<file path="src/rtl/hht_pkg.sv">
// Shared types and constants for the HHT operand-memory arbiter.
package hht_pkg;

  localparam int AW = 32;
  localparam int DW = 32;
  localparam int LW = 8;

  typedef enum logic {
    IDLE  = 1'b0,
    BURST = 1'b1
  } state_t;

  localparam logic REQ_COL = 1'b0;
  localparam logic REQ_VEC = 1'b1;

endpackage

</file>
<file path="src/rtl/hht_rr_pick.sv">
// Two-way round-robin picker: on a tie the requester not served last wins.
module hht_rr_pick (
  input  logic [1:0] req,
  input  logic       last,
  output logic       valid,
  output logic       winner
);
  import hht_pkg::*;

  always_comb begin
    valid  = |req;
    winner = REQ_COL;
    if (req == 2'b11) begin
      winner = ~last;
    end else if (req[1]) begin
      winner = REQ_VEC;
    end
  end

endmodule

</file>
<file path="src/rtl/hht_mem_arbiter.sv">
// Round-robin burst read arbiter collapsing the column and vector-value
// streams onto the single-ported HHT operand memory.
module hht_mem_arbiter #(
  parameter int AW = hht_pkg::AW,
  parameter int DW = hht_pkg::DW,
  parameter int LW = hht_pkg::LW
) (
  input  logic          clk,
  input  logic          rst_n,
  input  logic          req0,
  input  logic          req1,
  input  logic [AW-1:0] addr0,
  input  logic [AW-1:0] addr1,
  input  logic [LW-1:0] len0,
  input  logic [LW-1:0] len1,
  output logic          gnt0,
  output logic          gnt1,
  output logic          rvalid0,
  output logic          rvalid1,
  output logic [DW-1:0] rdata0,
  output logic [DW-1:0] rdata1,
  output logic          done0,
  output logic          done1,
  output logic          mem_rd,
  output logic [AW-1:0] mem_addr,
  input  logic [DW-1:0] mem_rdata
);
  import hht_pkg::*;

  state_t        state_reg;
  logic [AW-1:0] addr_cnt_reg;
  logic [LW-1:0] beat_cnt_reg;
  logic          owner_reg;
  logic          last_reg;
  logic          gnt0_reg, gnt1_reg;
  logic          mem_rd_reg;
  logic [AW-1:0] mem_addr_reg;
  logic          last_beat_reg;
  logic          rvalid0_reg, rvalid1_reg;
  logic          done0_reg, done1_reg;

  logic          pick_valid;
  logic          pick_winner;
  logic [AW-1:0] sel_addr;
  logic [LW-1:0] sel_len;

  hht_rr_pick u_pick (
    .req    ({req1, req0}),
    .last   (last_reg),
    .valid  (pick_valid),
    .winner (pick_winner)
  );

  assign sel_addr = (pick_winner == REQ_VEC) ? addr1 : addr0;
  assign sel_len  = (pick_winner == REQ_VEC) ? len1  : len0;

  always_ff @(posedge clk or negedge rst_n) begin
    if (!rst_n) begin
      state_reg     <= IDLE;
      addr_cnt_reg  <= '0;
      beat_cnt_reg  <= '0;
      owner_reg     <= REQ_COL;
      last_reg      <= REQ_VEC;
      gnt0_reg      <= 1'b0;
      gnt1_reg      <= 1'b0;
      mem_rd_reg    <= 1'b0;
      mem_addr_reg  <= '0;
      last_beat_reg <= 1'b0;
      rvalid0_reg   <= 1'b0;
      rvalid1_reg   <= 1'b0;
      done0_reg     <= 1'b0;
      done1_reg     <= 1'b0;
    end else begin
      gnt0_reg      <= 1'b0;
      gnt1_reg      <= 1'b0;
      mem_rd_reg    <= 1'b0;
      mem_addr_reg  <= '0;
      last_beat_reg <= 1'b0;

      // Return stage: data arrives one cycle after the strobe, tagged by owner.
      rvalid0_reg <= mem_rd_reg    && (owner_reg == REQ_COL);
      rvalid1_reg <= mem_rd_reg    && (owner_reg == REQ_VEC);
      done0_reg   <= last_beat_reg && (owner_reg == REQ_COL);
      done1_reg   <= last_beat_reg && (owner_reg == REQ_VEC);

      case (state_reg)
        IDLE: begin
          if (pick_valid) begin
            gnt0_reg  <= (pick_winner == REQ_COL);
            gnt1_reg  <= (pick_winner == REQ_VEC);
            owner_reg <= pick_winner;
            last_reg  <= pick_winner;
            state_reg <= BURST;
            if (sel_len != '0) begin
              mem_rd_reg    <= 1'b1;
              mem_addr_reg  <= sel_addr;
              addr_cnt_reg  <= sel_addr + AW'(1);
              beat_cnt_reg  <= sel_len - LW'(1);
              last_beat_reg <= (sel_len == LW'(1));
            end else begin
              // Empty burst: no access, but a phantom last beat still yields done.
              addr_cnt_reg  <= sel_addr;
              beat_cnt_reg  <= '0;
              last_beat_reg <= 1'b1;
            end
          end
        end
        BURST: begin
          if (beat_cnt_reg == '0) begin
            state_reg <= IDLE;
          end else begin
            mem_rd_reg    <= 1'b1;
            mem_addr_reg  <= addr_cnt_reg;
            addr_cnt_reg  <= addr_cnt_reg + AW'(1);
            beat_cnt_reg  <= beat_cnt_reg - LW'(1);
            last_beat_reg <= (beat_cnt_reg == LW'(1));
          end
        end
        default: state_reg <= IDLE;
      endcase
    end
  end

  assign gnt0     = gnt0_reg;
  assign gnt1     = gnt1_reg;
  assign mem_rd   = mem_rd_reg;
  assign mem_addr = mem_addr_reg;
  assign rvalid0  = rvalid0_reg;
  assign rvalid1  = rvalid1_reg;
  assign rdata0   = rvalid0_reg ? mem_rdata : '0;
  assign rdata1   = rvalid1_reg ? mem_rdata : '0;
  assign done0    = done0_reg;
  assign done1    = done1_reg;

endmodule

</file>
<file path="config.mk">
export PLATFORM = sky130hd
export DESIGN_NAME = hht_mem_arbiter
export DESIGN_NICKNAME = d
export VERILOG_FILES = /design/src/rtl/hht_pkg.sv /design/src/rtl/hht_rr_pick.sv /design/src/rtl/hht_mem_arbiter.sv
export SDC_FILE = /design/constraint.sdc
export NUM_CORES = 1
export LEC_CHECK = 0
export ABC_AREA = 1
export CORE_MARGIN = 5
export CORE_UTILIZATION = 51
export DETAILED_ROUTE_END_ITERATION = 6
export MAX_ROUTING_LAYER = met4
export PLACE_DENSITY = 0.85
export SKIP_LAST_GASP = 1
export SYNTH_ARGS = -nofsm -noshare
export SYNTH_HDL_FRONTEND = slang
export SYNTH_SLANG_ARGS = --single-unit
</file>
<file path="constraint.sdc">
create_clock -name clk -period 5.7 [get_ports clk]
set_clock_uncertainty 0.15 [all_clocks]
set_input_delay 1.71 -clock clk [delete_from_list [all_inputs] [get_ports clk]]
set_output_delay 1.71 -clock clk [all_outputs]
set_load 0.02 [all_outputs]
</file>
== Word-level counts from Yosys, hierarchy flattened ==
Index checks and enable logic that the tools add are counted.
Cells by class
  eq/ne operators: 5
  add/subtract/negate cells: 4
  mux-type cells: 32
  reduce and logical (&&, ||, !) cells: 9
  bitwise logic cells: 4
Operators by type and width (count)
  $mux W32: 9
  $pmux W32 S2: 2
  $add A32 B1 Y32 const B: 2
  $mux W8: 4
  $eq A8 B1 Y1 const B: 2
  $pmux W8 S2: 1
  $sub A8 B1 Y8 const B: 2
  $mux W1: 13
  $logic_not A8 Y1: 1
  $reduce_bool A8 Y1: 1
  $pmux W1 S2: 3
  $logic_and A1 B1 Y1: 4
  $ne A2 B2 Y1 const B: 2
  $not A1 Y1: 4
  $reduce_and A2 Y1: 2
  $eq A2 B2 Y1 const B: 1
  $reduce_or A2 Y1: 1
Storage, ports and cells
  input port bits: 116
  output and inout port bits: 103
  register bits: 83

== Logic depth before layout (Yosys ltp) ==
  word-level depth: 7
  mapped depth: 19

== Cells and area by module ==
A second synthesis with hierarchy kept.
Second synthesis, totals
  cells, all modules: 1100
  area total of the unflattened synthesis: 6812.8 sq um
By module, submodules not included
  hht_mem_arbiter: sequential area each 2078.2 sq um, cells each 1097, area an instance 6797.8 sq um, instances 1
  hht_rr_pick: sequential area each 0.0 sq um, cells each 3, area an instance 15.0 sq um, instances 1

== Worst setup path before layout ==
OpenSTA, ideal clock, no wires.
  path type: input to output
  from: input mem_rdata[31]
  to: output rdata0[31]
  stages: 2
  arrival time: 1.898 ns
  path slack: 1.942 ns
  path buffers: 0
  cells stage by stage: nand2_1 -> inv_1
Between the ends
  longest elaborated chain between the ends: 1
Ends and longest elaborated chain
  from (decl): line hht_mem_arbiter.sv:26  | input logic [DW-1:0] mem_rdata
  $mux W32: line hht_mem_arbiter.sv:130  | assign rdata0 = rvalid0_reg ? mem_rdata : '0;
  to (decl): line hht_mem_arbiter.sv:20  | output logic [DW-1:0] rdata0,
Every way passes these cells.

== Worst setup path after layout ==
  from: input mem_rdata[21]
  to: output rdata1[21]
Between the ends
  longest elaborated chain between the ends: 1
Ends and longest elaborated chain
  $mux W32: line hht_mem_arbiter.sv:131  | assign rdata1 = rvalid1_reg ? mem_rdata : '0;
  to (decl): line hht_mem_arbiter.sv:21  | output logic [DW-1:0] rdata1,
Every way passes these cells.

==> results list <==
- The run finished with clean final reports.
- Static timing analysis puts the maximum clock frequency at 206 MHz.
- Buffers on Ports: 218
- STA classifies the critical path startpoint as an input port.
* Worst Setup Slack, final: 0.839 ns
- Counting flops and latches in the post-synthesis netlist gives 83.
- Total nets after synthesis: 1241
- The total overflow left after global routing is 0.
- The worst-case IR drop observed on VDD is between 0.00015 and 0.0002 V.
- Number of flops mapped to enable cells by yosys: 0
- Of the total power, the share spent switching nets is 0.399.
- Leaving out filler cells and counting taps, the final layout contains ~1500.
- Sequential Power Share: 0.310
- In this run the remaining antenna-violating nets after routing total 0.
- Startpoint of the worst-slack reg-to-reg timing path: last_reg
- Post-CTS repair changed the size of 0 cells.
- Post-CTS setup repair buffer count: 0
- Max-slew violation count: 0
- Measured along the x axis, the die boundary spans 126 um.
- The number of placed instances, taps included, is 1475.
* Share of layout cells above drive strength 1: 0.0517
- After synthesis the cells add up to 6850 um2.
* Hold path start: last_beat_reg
* Worst r2r path cells: 12
- Crit path arrival time: 3.00 ns
* Worst-margin pin slew: 1.03 ns
* Clock tree root driver cell: clkbuf_16
- Proportion of register bits with asynchronous set or reset after synthesis: 1.00
- Final Util: 0.715
* Final critical-path share of the clock period: 0.853
- The first global-routing pass estimated 36500 um of wire.
- Floorplan row count: 42
- Entering global routing, the biggest net connects 84 pins.
* Yosys cell types: 40
* Logic gate share of total power: 0.455
- In the synthesized netlist the dominant register cell turns out to be dfrtp_1.
- Via count: 7923
- Most frequent cell on the critical path: clkdlybuf4s50_1
* Internal cell power: roughly 1.9 mW
* Library cell with the highest instance count after synthesis: nand2_1
- STA classifies the critical path endpoint as an output pin.
* Vias per std cell: approximately 5.3
- The share of synthesized area in the top cell type comes to 0.300.
* DRC viols: 0
* Critical setup path kind: in -> out
- Setup total negative slack on the finished layout was measured at 0 ns.
- Initial antenna violation count: 0
- Routed wire length: 22900 um
- Library cell with the largest summed area after synthesis: dfrtp_1
- DRT iter0 DRCs: ~760
* Worst Path Buf+Inv: 3
- Worst flop-to-flop path endpoint: mem_addr[12]
- 219 I/O pins were placed.
- CTS Buf Count: 9
- Crit path max-delay cell type: clkdlybuf4s50_1
- Synth area leaders: dfrtp_1, nand2_1, inv_1
- The tool flagged a number of max-cap violations equal to 0.
- TritonCTS clock tree: built
- The H-tree was split into 3 levels.
* Total net switching power: 1.24 mW
- Of the synthesized area, sequential elements account for 0.303.
- Data required time at the worst endpoint: ~3.8 ns
* Kind of cell adding the most delay to the critical path: buffers and inverters
- The tree built by TritonCTS fans out to 83 sinks.
- Power per Cell Area: 329 nW/um2
* Ranking of synthesized cells by instance count: nand2_1, inv_1, nor2_1
- Yosys printed 0 warnings.
* Total power draw: 3.10 mW
* Gp weighted congestion: 0.982
- The worst register-to-register path has a setup slack of 2.59 ns.
- The smallest clock period supported by the final layout is computed as 4.86 ns.
- In the final design database the tool counted roughly 1400 nets.
- On the worst path, the slowest cell contributes a delay of ~0.65 ns.
- Max_slew headroom: 0.313
* Hold WC Path Type: reg -> reg
* Overall track demand over capacity in global routing: 0.289
- Before CTS, the worst setup slack after placement is 0.822 ns.
- First-pass DRT Iterations: 5
- Relative to the synthesized area, the layout overhead comes to 37.6%.
* Height of the chip: approximately 130 um
- Max Fanout on Critical Path: 2
* Initial cell density of the core: 0.519
- Mean instance size in the synthesized netlist: 6.13 um2
- Vias in the first global route: 7077
* Hold-critical path endpoint: done1
* Bufs on Longest Clock Path: 2
- Clock latency on the worst-skew pair: about 0.35 ns
- The number of antenna diodes in the final layout is 0.
- Pleak: 4.75 nW
- The share of total power dissipated in the clock network is 0.235.
- Syn Inst Count: 1118
- The number of hold violations in the final report was 0.
* Clock input transition at the sequential cells of the worst setup and hold paths: 0.06 ns
- The region available for standard cell placement spans 13200 um2.
- # setup viols final: 0
* Die outline area: 15800 um2
- Routed wirelength normalized by instance count: 15.4 um
- Cell count of the worst hold path: 2
* HPWL Detailed: about 18000 um
- The critical path goes through clkdlybuf4s50_1 > nand2_1 > inv_1 > clkdlybuf4s50_1.
- RSZ-0062 raised after global routing: no
- # hold bufs at CTS: 0
-- worst min-delay path: cells and delay by family (launching register included) --
family	cells	cell delay, ns
buf+inv	1	0.04
simple gates	1	0.05
flops	1	0.34
-- cell usage in the layout (no fill, tap or decap), types with 2 or more instances in the layout --
cell and count:
nor2_4 3, buf_4 9, a21oi_1 43, clkdlybuf4s50_1 217, o21ai_0 35, inv_6 3
nor2_1 109, dfrtp_1 82, xor2_1 16, a22oi_1 8, nor3_1 15, xnor2_1 3
nand2_2 15, nand3b_1 22, bufinv_16 4, o22ai_1 26, o211ai_1 2, inv_2 6
nor4_1 2, o21ai_2 3, o21ai_1 4, ha_1 7, nand4_1 15, nor2_2 10
nor3_2 2, inv_1 190, clkbuf_16 9, a31oi_1 12, nand2_1 339, o31ai_1 3
nand3_1 92, or2_2 2
-- per-stage QoR --
stage	area (um2)	hold WS, ns
after floorplan	6850	0.286
after global placement	9060	0.290
after detailed placement	9060	0.295
after CTS	9430	0.314
after global routing	9430	0.340
final	9430	0.311
-- how the worst max path moves through the flow --
stage                            end  slack, ns          start  cells after the start
after floorplan           rdata0[31]       1.94  mem_rdata[31]                      2
after CTS                 rdata1[21]       0.81  mem_rdata[21]                      4
after global placement    rdata1[21]       0.84  mem_rdata[21]                      4
after global routing      rdata1[14]       0.80  mem_rdata[14]                      4
final                     rdata1[21]       0.84  mem_rdata[21]                      4
after detailed placement  rdata1[21]       0.82  mem_rdata[21]                      4
-- per-layer routing --
| metal | vias to the layer above | part of all wire | global-route usage |
|---|---|---|---|
| met5 | - | 0 | - |
| met4 | 0 | 0.024 | 0.0921 |
| met3 | 47 | 0.11 | 0.0648 |
| met2 | 456 | 0.45 | 0.437 |
| met1 | 3528 | 0.42 | 0.389 |
| li1 | 3892 | - | - |
-- cell type report --
| type | instances | area (um2) |
|---|---|---|
| multi-input combinational | 793 | 3780 |
| fill | 1149 | 3760 |
| timing repair buffer | 226 | 2240 |
| sequential | 83 | 2080 |
| inverter | 197 | 739 |
| clock buffer | 9 | 225 |
| tap | 176 | 220 |
| clock inverter | 7 | 146 |
-- cell families (layout without fill, tap and decap cells) --
kind of cell | Yosys count | count (layout) | synth area share
AND/OR/NAND/NOR | 629 | 629 | 0.399
buffers and inverters | 242 | 439 | 0.146
AO/OA/AOI/OAI | 138 | 138 | 0.114
flip-flops | 83 | 83 | 0.303
XOR/XNOR | 19 | 19 | 0.0243
adder cells (fa/ha/maj) | 7 | 7 | 0.0128
-- power groups by stage --
stage	clock network, mW	logic [mW]	registers (mW)
final	0.730	1.41	0.963
after global routing	0.755	1.54	0.991
after CTS	0.732	1.40	0.961
after detailed placement	0	1.39	0.968
after global placement	0	1.36	0.963
after floorplan	0	0.775	0.995
Note: power is estimated with default switching activity, not from simulation.
